===== src/rtl/rz_frame_sequencer_if.sv =====
// rz_frame_sequencer_if: host write/start bus plus encoder ready/enable handshake.
//   master: sequencer side (drives busy, frame_done, rz_data, rz_enable)
//   slave : host/encoder side (drives wr_en, wr_addr, wr_data, start, rz_ready)
interface rz_frame_sequencer_if #(
   parameter int DATA_WIDTH = 24,
   parameter int ADDR_WIDTH = 2
);
   logic                  wr_en;
   logic [ADDR_WIDTH-1:0] wr_addr;
   logic [DATA_WIDTH-1:0] wr_data;
   logic                  start;
   logic                  busy;
   logic                  frame_done;
   logic [DATA_WIDTH-1:0] rz_data;
   logic                  rz_enable;
   logic                  rz_ready;
   modport master (
      input  wr_en, wr_addr, wr_data, start, rz_ready,
      output busy, frame_done, rz_data, rz_enable
   );
   modport slave (
      output wr_en, wr_addr, wr_data, start, rz_ready,
      input  busy, frame_done, rz_data, rz_enable
   );
endinterface


===== src/rtl/rz_frame_sequencer.sv =====
// rz_frame_sequencer: stores one frame of pixel words and streams it into the unipolar_rz encoder.
//   clock, reset : rising-edge clock, asynchronous active-high reset
//   bus.wr_*     : host pixel writes (out-of-range addresses ignored)
//   bus.start    : frame request, honoured only when idle
//   bus.busy     : high from start acceptance until frame_done
//   bus.frame_done: one-cycle pulse after the encoder's latch period ends
//   bus.rz_*     : encoder word/enable/ready handshake
module rz_frame_sequencer #(
   parameter int DATA_WIDTH  = 24,
   parameter int PIXEL_COUNT = 4,
   parameter int ADDR_WIDTH  = (PIXEL_COUNT > 1) ? $clog2(PIXEL_COUNT) : 1,
   parameter bit BIT_REVERSE = 1'b1
) (
   input logic                  clock,
   input logic                  reset,
   rz_frame_sequencer_if.master bus
);
   typedef enum logic [1:0] {IDLE, STREAM, DRAIN} state_t;
   localparam logic [ADDR_WIDTH:0] PIX_N = PIXEL_COUNT[ADDR_WIDTH:0];
   localparam logic [ADDR_WIDTH:0] ONE   = 1;
   logic [DATA_WIDTH-1:0] mem [PIXEL_COUNT];
   state_t                state, state_nx;
   logic [ADDR_WIDTH:0]   ptr, ptr_nx;
   logic                  guard, guard_nx;
   logic                  enable, enable_nx;
   logic                  busy, busy_nx;
   logic                  done, done_nx;
   logic [DATA_WIDTH-1:0] data, data_nx;
   logic                  take;
   function automatic logic [DATA_WIDTH-1:0] map(input logic [DATA_WIDTH-1:0] w);
      logic [DATA_WIDTH-1:0] r;
      for (int i = 0; i < DATA_WIDTH; i++)
         r[i] = BIT_REVERSE ? w[DATA_WIDTH-1-i] : w[i];
      return r;
   endfunction
   // Pixel store is deliberately not reset so a frame survives an aborting reset.
   always_ff @(posedge clock)
      if (bus.wr_en && ({1'b0, bus.wr_addr} < PIX_N))
         mem[bus.wr_addr] <= bus.wr_data;
   // The encoder may hold ready one cycle after we act on it, so ready is masked for that cycle.
   assign take = bus.rz_ready && !guard;
   always_ff @(posedge clock or posedge reset)
      if (reset) begin
         state  <= IDLE;
         ptr    <= '0;
         guard  <= 1'b0;
         enable <= 1'b0;
         busy   <= 1'b0;
         done   <= 1'b0;
         data   <= '0;
      end else begin
         state  <= state_nx;
         ptr    <= ptr_nx;
         guard  <= guard_nx;
         enable <= enable_nx;
         busy   <= busy_nx;
         done   <= done_nx;
         data   <= data_nx;
      end
   always_comb begin
      state_nx  = state;
      ptr_nx    = ptr;
      guard_nx  = 1'b0;
      enable_nx = 1'b0;
      busy_nx   = busy;
      done_nx   = 1'b0;
      data_nx   = data;
      case (state)
         IDLE:
            // The done cycle still belongs to the finishing frame, so start is refused there.
            if (bus.start && !done) begin
               state_nx = STREAM;
               ptr_nx   = '0;
               busy_nx  = 1'b1;
            end
         STREAM:
            if (take) begin
               guard_nx = 1'b1;
               if (ptr < PIX_N) begin
                  enable_nx = 1'b1;
                  data_nx   = map(mem[ptr[ADDR_WIDTH-1:0]]);
                  ptr_nx    = ptr + ONE;
               end else
                  // Withholding enable at ready sends the encoder into its latch period.
                  state_nx = DRAIN;
            end
         DRAIN:
            if (take) begin
               guard_nx = 1'b1;
               done_nx  = 1'b1;
               busy_nx  = 1'b0;
               state_nx = IDLE;
            end
         default: state_nx = IDLE;
      endcase
   end
   assign bus.busy       = busy;
   assign bus.frame_done = done;
   assign bus.rz_data    = data;
   assign bus.rz_enable  = enable;
endmodule

===== src/flat_wrapper.sv =====
// flat-port wrapper written by rule: the top's interface ports become plain ports
module rz_frame_sequencer_flat 
#(
   parameter int DATA_WIDTH  = 24,
   parameter int PIXEL_COUNT = 4,
   parameter int ADDR_WIDTH  = (PIXEL_COUNT > 1) ? $clog2(PIXEL_COUNT) : 1,
   parameter bit BIT_REVERSE = 1'b1
)
  (clock, reset, bus_wr_en, bus_wr_addr, bus_wr_data, bus_start, bus_rz_ready, bus_busy, bus_frame_done, bus_rz_data, bus_rz_enable);
  rz_frame_sequencer_if #(.DATA_WIDTH(DATA_WIDTH), .ADDR_WIDTH(ADDR_WIDTH)) bus_i ();
  input logic clock;
  input logic reset;
  input wire logic [$bits(bus_i.wr_en)-1:0] bus_wr_en;
  input wire logic [$bits(bus_i.wr_addr)-1:0] bus_wr_addr;
  input wire logic [$bits(bus_i.wr_data)-1:0] bus_wr_data;
  input wire logic [$bits(bus_i.start)-1:0] bus_start;
  input wire logic [$bits(bus_i.rz_ready)-1:0] bus_rz_ready;
  output wire logic [$bits(bus_i.busy)-1:0] bus_busy;
  output wire logic [$bits(bus_i.frame_done)-1:0] bus_frame_done;
  output wire logic [$bits(bus_i.rz_data)-1:0] bus_rz_data;
  output wire logic [$bits(bus_i.rz_enable)-1:0] bus_rz_enable;
  assign bus_i.wr_en = bus_wr_en;
  assign bus_i.wr_addr = bus_wr_addr;
  assign bus_i.wr_data = bus_wr_data;
  assign bus_i.start = bus_start;
  assign bus_i.rz_ready = bus_rz_ready;
  assign bus_busy = bus_i.busy;
  assign bus_frame_done = bus_i.frame_done;
  assign bus_rz_data = bus_i.rz_data;
  assign bus_rz_enable = bus_i.rz_enable;
  rz_frame_sequencer #(.DATA_WIDTH(DATA_WIDTH), .PIXEL_COUNT(PIXEL_COUNT), .ADDR_WIDTH(ADDR_WIDTH), .BIT_REVERSE(BIT_REVERSE)) u_core (.clock(clock), .reset(reset), .bus(bus_i));
endmodule

===== config.mk =====
export PLATFORM = sky130hd
export DESIGN_NAME = rz_frame_sequencer_flat
export DESIGN_NICKNAME = d
export VERILOG_FILES = /design/src/rtl/rz_frame_sequencer_if.sv /design/src/rtl/rz_frame_sequencer.sv /design/src/flat_wrapper.sv
export SDC_FILE = /design/constraint.sdc
export NUM_CORES = 1
export LEC_CHECK = 0
export CELL_PAD_IN_SITES_DETAIL_PLACEMENT = 0
export CELL_PAD_IN_SITES_GLOBAL_PLACEMENT = 1
export CORE_MARGIN = 2
export CORE_UTILIZATION = 50
export CTS_BUF_LIST = sky130_fd_sc_hd__clkbuf_8
export DETAILED_ROUTE_END_ITERATION = 7
export GPL_TIMING_DRIVEN = 0
export PLACE_DENSITY = 0.8
export SLEW_MARGIN = 20
export SYNTH_ARGS = -nofsm -noshare
export SYNTH_HDL_FRONTEND = slang
export SYNTH_SLANG_ARGS = --single-unit

===== constraint.sdc =====
create_clock -name clock -period 2.4 [get_ports clock]
set_input_delay 0.48 -clock clock [delete_from_list [all_inputs] [get_ports clock]]
set_output_delay 0.48 -clock clock [all_outputs]
set_load 0.02 [all_outputs]

# == Yosys cells after proc, flatten, opt, wreduce, memory -nomap -nowiden ==
# Memory sizes are Yosys's and may differ from the RTL's. A register that Yosys moved wholly into a read port is not among the register bits.
# Cells that the tools add are included.
# totals
regBits,9
ram_bits,96
out_inout_bits,27
n_memories,1
# memory_table
memory,depth,width,rd,rd_ports_with_merged_regs,write_ports,line_no,text
u_core.mem,4,24,1,1,1,rz_frame_sequencer.sv:21,logic [DATA_WIDTH-1:0] mem [PIXEL_COUNT];
# op_classes
n_addsub,1
n_lt_le_gt_ge,1
n_eq_ne,7
mux,20
reduce_logical,12
# ops
operator,n
two-way mux 1 bit,10
two-way mux 3 bit,3
two-way mux 2 bit,4
!= test 2 x 1 -> 1 bit (second input constant),4
AND reduction 4 bit,2
one-hot mux 2 bit (3 select lines),1
one-hot mux 3 bit (2 select lines),1
AND reduction 3 bit,2
nonzero test 2 bit,2
adder 3 x 1 -> 3 bit (second input constant),1
< comparator 3 bit (second input constant),1
== test 2 x 1 -> 1 bit (second input constant),1
== test 2 bit (second input constant),1
logical AND 1 bit,2
zero test 1 bit,2
zero test 2 bit,1
!= test 2 bit (second input constant),1
one-hot mux 1 bit (2 select lines),1
OR reduction 2 bit,1

# == Longest topological paths before layout ==
# depth
word_depth,4
mapped_depth,6

# == Worst setup path after synthesis ==
# OpenSTA, ideal clock, no wires.
# synth_timing
kind,in2reg
startpoint,input port bus_wr_addr[1]
endpoint,memory u_core.mem[0][0] (enable)
t_arrival_ns,2.308
t_required_ns,1.959
path_slack_ns,-0.349
path_stages,1
n_path_buf,0
path_cell_list,nor3b_1
# synth_lines
element,line_no,text
start: declaration,flat_wrapper.sv:14,input wire logic [$bits(bus_i.wr_addr)-1:0] bus_wr_addr;
end: declaration,rz_frame_sequencer.sv:21,
# Straight into the memory's write port.

# == Final worst setup path ==
# layout_timing
startpoint,register u_core.state[1]
endpoint,"register u_core.data[8], in the netlist u_core.bus.rz_data[8] (read register of u_core.mem)"
# layout_between
elab_chain_len,2
# layout_lines
element,line_no,text
start: declaration,rz_frame_sequencer.sv:22,"state_t state, state_nx;"
start signal: assignment,rz_frame_sequencer.sv:52,state <= state_nx;
== test 2 x 1 -> 1 bit,rz_frame_sequencer.sv:68,case (state)
AND reduction 3 bit (no source line),-,
end: declaration,rz_frame_sequencer.sv:28,"logic [DATA_WIDTH-1:0] data, data_nx;"
# No other way between the ends.
# A chain may end at the register's enable or synchronous reset.

==> results_dict.tcl <==
set metrics [dict create \
    outcome "complete, no violations" \
    cts_sinks 129 \
    final_layout_size_suffix_gt1_frac 0.2853 \
    first_pass_iters 4 \
    p_per_area_nw_per_um2 1125 \
    syn_inst 227 \
    ctsResizeCount 0 \
    drc 0 \
    ios 58 \
    tritoncts "built" \
    finClkSkew_ps 7.541 \
    p_total_mw 6.970 \
    synth_cell_types 32 \
    cts_inserted_buffers 17 \
    hp-class "primary input to asynchronous set/reset pin" \
    path_class "register to register" \
    start_kind "register" \
    coreArea_um2 9729 \
    cp.arrival_ps 2350 \
    crit_path_end_kind "register" \
    setup_viol 0 \
    ir_drop_uv 452.3 \
    layout.nets 343 \
    dieArea_um2 10800 \
    viasPerCell 5.153 \
    yosys_warnings 0 \
    hold_viol 0 \
    post_drt_wl_per_cell_um 17.76 \
    yosysSeqAreaShare 0.7425 \
    syn_area_um2 4995 \
    htree_levels 4 \
    syn_to_final_growth_pct 24.02 \
    worstMarginPinSlew_ps 695.7 \
    routed_wl_mm 8.027 \
    crit_required_ps 2700 \
    cts_root_buf "clkbuf_8" \
    ctsHoldBuffers 0 \
    grt_pass1_vias 2410 \
    antenna_left 0 \
    grt_max_degree 25 \
    place_congestion 0.7049 \
    drtIter0Drc 108 \
    clkLatencyLatePin_ps 420 \
    rsz0062_at_grt "false" \
    power.leakage_nw 2.214 \
    setup_tns_ps 0 \
    slew_headroom 0.5357 \
    dieWidth_um 103.9 \
    diodes 0 \
    synth_seq_cells 129 \
    initial_core_util 0.5134 \
    slew_viol_final 0 \
    synth.avg_cell_area_um2 22.00 \
    grt_pass1_wl_mm 12.55 \
    max_freq_ghz 0.4884 \
    path_clk_slew_ps 70 \
    max-cap-violations 0 \
    cts.path.max_buffers 2 \
    timing.hold.ws_ps 295.3 \
    port_buffers 57 \
    period_share 0.8530 \
    antenna_found_initial 0 \
    synth_nets 264 \
    die-height_um 103.9 \
    num_rows 36 \
    grt_remaining_overflow 0 \
    crit_fanout 10 \
    cts_setup_buffers 0 \
    finalCriticalPeriod_ps 2047 \
    route.vias.total 2329 \
    dp_hpwl_mm 5.055 \
    grt_usage 0.1583 \
]
==> critical path, cell delays in order, from the launching register on <==
cell,delay [ps]
dfrtp_1,420
inv_1,110
ha_1,340
nand2b_1,180
nor2_4,300
buf_6,240
mux2_2,340
==> cells by family after synthesis <==
kind of cell / after synthesis / synth area share
DFF: 129 / 0.7425
AOI/OAI and AO/OA: 9 / 0.01403
muxes: 50 / 0.1849
buffers and inverters: 11 / 0.01879
and+or+nand+nor: 22 / 0.02480
adders and majority gates: 6 / 0.01503
==> metrics by stage <==
stage                       util  cell area (um2)  setup WS (ps)  cells
after floorplan                -             5000          440.9    227
after global placement    0.5896             5737         -863.2    417
after detailed placement  0.5966             5804          112.3    420
after CTS                 0.6367             6195          356.0    452
after global routing      0.6367             6195          242.5    452
final                     0.6367             6195          352.7    452
==> where the power goes <==
group / switching, mW / internal [mW] / total, mW / leakage (nW)
Clock: 0.824 / 0.943 / 1.77 / 0.188
Combinational: 0.978 / 1.29 / 2.26 / 0.745
Sequential: 0.180 / 2.76 / 2.94 / 1.28
==> worst paths after layout <==
kind,cells past startpoint,from,slack (ps),end
worst min-delay path,2,reset,300,u_core.bus.rz_data[6]$_DFFE_PP0P_
worst max-delay path,6,u_core.state[1]$_DFFE_PP0P_,350,u_core.bus.rz_data[8]$_DFFE_PP0P_
worst min register to register,1,u_core.bus.rz_data[0]$_DFFE_PP0P_,510,u_core.bus.rz_data[0]$_DFFE_PP0P_
max in group asynchronous,3,reset,1680,u_core.bus.rz_data[1]$_DFFE_PP0P_
min in group clock,1,u_core.bus.rz_data[0]$_DFFE_PP0P_,510,u_core.bus.rz_data[0]$_DFFE_PP0P_
worst max register to register,6,u_core.state[1]$_DFFE_PP0P_,350,u_core.bus.rz_data[8]$_DFFE_PP0P_
==> Yosys cell counts <==
master | n | area (um2)
a21oi_1 | 1 | 5.000
a221o_1 | 1 | 10.01
a22o_1 | 1 | 8.760
a22oi_2 | 1 | 12.51
a31oi_1 | 1 | 6.260
a32o_1 | 1 | 10.01
and2_1 | 2 | 12.51
and3_1 | 2 | 12.51
and3b_1 | 1 | 8.760
buf_12 | 1 | 20.02
buf_2 | 2 | 10.01
buf_6 | 3 | 33.78
buf_8 | 1 | 15.01
clkbuf_1 | 1 | 3.750
dfrtp_1 | 33 | 825.8
edfxtp_1 | 96 | 2883
ha_1 | 6 | 75.07
inv_1 | 3 | 11.26
mux2_2 | 9 | 101.4
mux2_4 | 17 | 255.2
mux4_1 | 7 | 183.9
mux4_2 | 17 | 382.9
nand2_1 | 6 | 22.52
nand2b_1 | 3 | 18.77
nand3_1 | 1 | 5.000
nand3b_1 | 1 | 7.510
nor2_1 | 3 | 11.26
nor2_4 | 1 | 11.26
nor2b_1 | 1 | 6.260
nor3b_1 | 1 | 7.510
o211ai_1 | 1 | 7.510
o21ai_0 | 2 | 10.01
==> placed cells by master, fill, tap and decap left out, types with 3 or more instances in the layout <==
cell type / count
mux2_4: 17
dfrtp_1: 33
clkbuf_8: 18
clkinv_2: 3
mux4_2: 17
inv_1: 3
buf_12: 3
clkinvlp_4: 5
mux2_2: 9
edfxtp_1: 96
buf_6: 4
clkdlybuf4s50_1: 57
ha_1: 6
clkinv_4: 3
mux4_1: 7
nand2b_1: 3
nand2_1: 6
==> registers in the layout, indices dropped and copies added, names as in the netlist <==
signal and flops:
u_core.ptr 3, u_core.bus.frame_done 1, u_core.bus.busy 1, u_core.state 2, u_core.bus.rz_enable 1, u_core.mem 96
u_core.guard 1, u_core.bus.rz_data 24
==> layout make-up <==
| type | count | area, um2 |
|---|---|---|
| Inverter | 3 | 11.26 |
| Tap cell | 133 | 166.4 |
| Clock inverter | 14 | 142.6 |
| Timing Repair Buffer | 60 | 621.8 |
| Multi-Input combinational cell | 87 | 1214 |
| Sequential cell | 129 | 3709 |
| Buffer | 8 | 82.58 |
| Fill cell | 712 | 3535 |
| Clock buffer | 18 | 247.7 |
==> routing by layer <==
layer | vias up | share of wire | GRT usage
li1 | 1080 | - | -
met1 | 1194 | 0.43 | 0.1949
met2 | 51 | 0.52 | 0.2594
met3 | 4 | 0.040 | 0.05326
met4 | 0 | 0.0092 | 0.06371
met5 | - | 0 | 0
(Power assumes the default switching activity.)
==> patch 1 (config.mk and constraints unchanged) <==
`PIXEL_COUNT` is set to 4 in 2 places; all go to 8.
--- a/src/rtl/rz_frame_sequencer.sv
+++ b/src/rtl/rz_frame_sequencer.sv
@@ -8,5 +8,5 @@
 module rz_frame_sequencer #(
    parameter int DATA_WIDTH  = 24,
-   parameter int PIXEL_COUNT = 4,
+   parameter int PIXEL_COUNT = 8,
    parameter int ADDR_WIDTH  = (PIXEL_COUNT > 1) ? $clog2(PIXEL_COUNT) : 1,
    parameter bit BIT_REVERSE = 1'b1
--- a/src/flat_wrapper.sv
+++ b/src/flat_wrapper.sv
@@ -3,5 +3,5 @@
 #(
    parameter int DATA_WIDTH  = 24,
-   parameter int PIXEL_COUNT = 4,
+   parameter int PIXEL_COUNT = 8,
    parameter int ADDR_WIDTH  = (PIXEL_COUNT > 1) ? $clog2(PIXEL_COUNT) : 1,
    parameter bit BIT_REVERSE = 1'b1
Ports: changed (resized bus_wr_addr); port bits go from 58 to 59. The function was not compared with the original's and may differ.
==> patch 1 against the unedited design <==
Core utilization is 1.5 points lower; total power is 67% higher; worst setup slack about the same; first-iteration DRC count rose to 3.0 times the old value; maximum frequency hardly changed; wire length rose by 130%; sequential cell count up 97; area after synthesis rose by 76%; design area grew 73%; critical path type unchanged; clock skew up 0.0034 ns; critical endpoint unchanged.
==> patch 1: results (changes against the unedited design) <==
| Metric | Value |
|---|---|
| Post-DP HPWL | `12.0 mm (was 5.05 mm)` |
| Drt first-iter violations | `319 (was 108)` |
| Crit path largest cell delay | `0.56 ns (was 0.42 ns)` |
| Max FFs per register | `192 (was 96)` |
| CTS Buf Count | `38 (was 17)` |
| Crit-path slowest cell | `clkbuf_1 (was dfrtp_1)` |
| Synthesized net count | `564 (was 264)` |
| Met3 wire length | `1.08 mm (was 320 um)` |
| Port buffer count | `58 (was 57)` |
| Synth Area in Compound Gates | `0.0531 (was 0.0140)` |
| Worst slack, placed | `-0.0287 ns (was 0.112 ns)` |
| Sequential share of the synthesized area | `0.752 (was 0.742)` |
| Commonest cells in the netlist | `edfxtp_1, mux2i_1, nand2_1 (was edfxtp_1, dfrtp_1, mux2_4, mux4_2, mux2_2)` |
| Worst-Skew Late Latency | `0.52 ns (was 0.42 ns)` |
| Placed cell count | `820 (was 420)` |
| Leak | `4.12 nW (was 2.21 nW)` |
| Routed wire length | `18.8 mm (was 8.03 mm)` |
| Wl on met1 | `7.79 mm (was 3.49 mm)` |
| Clock Skew | `0.0109 ns (was 0.00754 ns)` |
| Peak supply drop | `0.000703 V (was 0.000452 V)` |
| Layout Cells excl Fill | `889 (was 452)` |
| Grt met2 use | `0.359 (was 0.259)` |
| CP Data Arrival Time | `2.49 ns (was 2.35 ns)` |
| Top delay family on crit path | `buffers and inverters (was simple AND/OR/NAND/NOR gates)` |
| Clock network power | `3.21 mW (was 1.77 mW)` |
| Pin count of the biggest net entering global routing | `21 (was 25)` |
| Share of flip-flops with an asynchronous set or reset | `0.150 (was 0.256)` |
| Met3 track demand over resource | `0.0374 (was 0.0533)` |
| Cell variety after synth | `35 (was 32)` |
| Vias in the first global route | `5,049 (was 2,410)` |
| Via count | `4,934 (was 2,329)` |
| Measured slew at the worst slew-check pin | `0.688 ns (was 0.696 ns)` |
| R2R setup slack | `0.35 ns (about the same)` |
| H-Tree Depth | `2 (was 4)` |
| Top post-synthesis cells by area | `edfxtp_1, mux2i_1, dfrtp_1, a22oi_1, nand2_1 (was edfxtp_1, dfrtp_1, mux4_2, mux2_4, mux4_1)` |
| FF-to-FF path depth | `7 (was 6)` |
| Max Freq | `488 MHz (about the same)` |
| Status | `complete, no violations (unchanged)` |
[patch 1: cell type report]
type / instances / area [um^2] / area share
Tap cell: 225 / 282 / 0.0263
Clock inverter: 25 / 129 / 0.0120
Sequential cell: 226 / 6620 / 0.617
Timing Repair Buffer: 69 / 842 / 0.0786
Multi-Input combinational cell: 268 / 2060 / 0.192
Clock buffer: 44 / 606 / 0.0565
Inverter: 6 / 22.5 / 0.00210
Buffer: 26 / 166 / 0.0155
[patch 1: worst min-delay path by stage]
| stage | startpoint | end | slack, ns |
|---|---|---|---|
| final | reset | u_core.bus.rz_enable | 0.31 |
| after global routing | reset | u_core.bus.rz_data[11] | 0.32 |
| after CTS | reset | u_core.bus.rz_enable | 0.30 |
| after detailed placement | u_core.bus.rz_data[2] | u_core.bus.rz_data[2] | 0.46 |
| after global placement | u_core.bus.rz_data[18] | u_core.bus.rz_data[18] | 0.46 |
| after floorplan | u_core.state[0] | u_core.state[0] | 0.49 |
==> patch 2 (same settings) <==
Without the edit above. Take the reset off `data` and load it in a clocked block of its own.
--- a/src/rtl/rz_frame_sequencer.sv
+++ b/src/rtl/rz_frame_sequencer.sv
@@ -48,5 +48,4 @@
          busy   <= 1'b0;
          done   <= 1'b0;
-         data   <= '0;
       end else begin
          state  <= state_nx;
@@ -56,6 +55,9 @@
          busy   <= busy_nx;
          done   <= done_nx;
-         data   <= data_nx;
       end
+
+   always_ff @(posedge clock) begin
+      data <= data_nx;
+   end
    always_comb begin
       state_nx  = state;
Formal check against the unedited RTL: differs if reset is asserted again (counterexample within 4 cycles, from zero or initial values and one cycle with reset high); with reset held inactive, the same outputs for 10 cycles.
==> patch 2 against the unedited design <==
First-iteration DRC count grew 43%; wire length down 3.5%; design area shrank 2.8%; global-route usage grew 0.89 points; non-clock buffer count shrank 2; area after synthesis decreased by 4.9%; clock power up 19%; worst setup slack worse by 0.18 ns; cell count down 6.4%; die area fell by 4.7%; total power shrank 7.3%; sequential cell count is the same; sequential share of layout area increased by 3.7 points; clock skew increased by 0.00065 ns.
==> patch 2: results (changes against the unedited design) <==
| Metric | Value |
|---|---|
| GRT Total Usage | `0.167 (was 0.158)` |
| R2R setup slack | `0.17 ns (was 0.35 ns)` |
| Synth Area in Adders | `0.0158 (was 0.0150)` |
| Number of synthesized flops with an enable pin | `120 (was 96)` |
| Post-DP HPWL | `4.82 mm (was 5.05 mm)` |
| Met3 wire length | `302 um (was 320 um)` |
| Reg2reg end | `u_core.bus.rz_data[14] (was u_core.bus.rz_data[8])` |
| Top post-synthesis cells by area | `edfxtp_1, mux4_2, dfrtp_1, ha_1, buf_6 (was edfxtp_1, dfrtp_1, mux4_2, mux2_4, mux4_1)` |
| Commonest cells in the netlist | `edfxtp_1, mux4_2, dfrtp_1 (was edfxtp_1, dfrtp_1, mux2_4, mux4_2, mux2_2)` |
| Status | `complete, no violations (unchanged)` |
| GR Util met1 | `0.207 (was 0.195)` |
| Grt met2 use | `0.276 (was 0.259)` |
| Min Hold Slack | `0.325 ns (was 0.295 ns)` |
| Drt first-iter violations | `154 (was 108)` |
| Pin count of the biggest net entering global routing | `26 (was 25)` |
| Cell variety after synth | `29 (was 32)` |
| Via-to-Cell Ratio | `5.24 (was 5.15)` |
| Clock Skew | `0.00819 ns (was 0.00754 ns)` |
| NumNets Final | `318 (was 343)` |
| Worst slack, placed | `0.179 ns (was 0.112 ns)` |
| Leak | `2.05 nW (was 2.21 nW)` |
| Synthesized instance count | `202 (was 227)` |
| Routed wire length | `7.75 mm (was 8.03 mm)` |
| Placement Cell Area | `0.00557 mm^2 (was 0.00580 mm^2)` |
| Crit-path slowest cell | `nor2_4 (was dfrtp_1)` |
| CP max FO | `25 (was 10)` |
| Layout Cells excl Fill | `423 (was 452)` |
| Relative slew slack | `0.457 (was 0.536)` |
| CP Data Arrival Time | `2.27 ns (was 2.35 ns)` |
| Share of flip-flops with an asynchronous set or reset | `0.0698 (was 0.256)` |
| FF-to-FF path depth | `4 (was 6)` |
| Wl on met1 | `3.19 mm (was 3.49 mm)` |
| Placed cell count | `391 (was 420)` |
| Met3 track demand over resource | `0.0442 (was 0.0533)` |
## patch 2: cell count changes after synthesis, moves of 2 or more
| cell | before | now |
|---|---|---|
| mux2_4 | 17 | 2 |
| mux4_1 | 7 | 0 |
| mux4_2 | 17 | 24 |
| dfrtp_1 | 33 | 9 |
| mux2_2 | 9 | 0 |
| nand2b_1 | 3 | 1 |
| nor2_1 | 3 | 5 |
| edfxtp_1 | 96 | 120 |
## patch 2: area by class of cell
class                      count  area (um^2)
inverter                       3         11.3
fill                         606         3220
clock inverter                15          223
sequential                   129         3830
multi-input combinational     64          892
clock buffer                  17          234
buffer                         6         48.8
tap                          129          161
timing repair buffer          60          624
## patch 2: power by group
part	switching [mW]	internal, mW	total, mW
combinational	0.730	0.764	1.49
sequential	0.0857	2.78	2.87
clock	0.782	1.32	2.10
## patch 2: critical path, delay by kind of cell, from the launching register on
kind / cells / cell delay, ns
fa+ha+maj: 1 / 0.39
buf+inv: 1 / 0.12
flops: 1 / 0.42
simple gates: 2 / 0.92
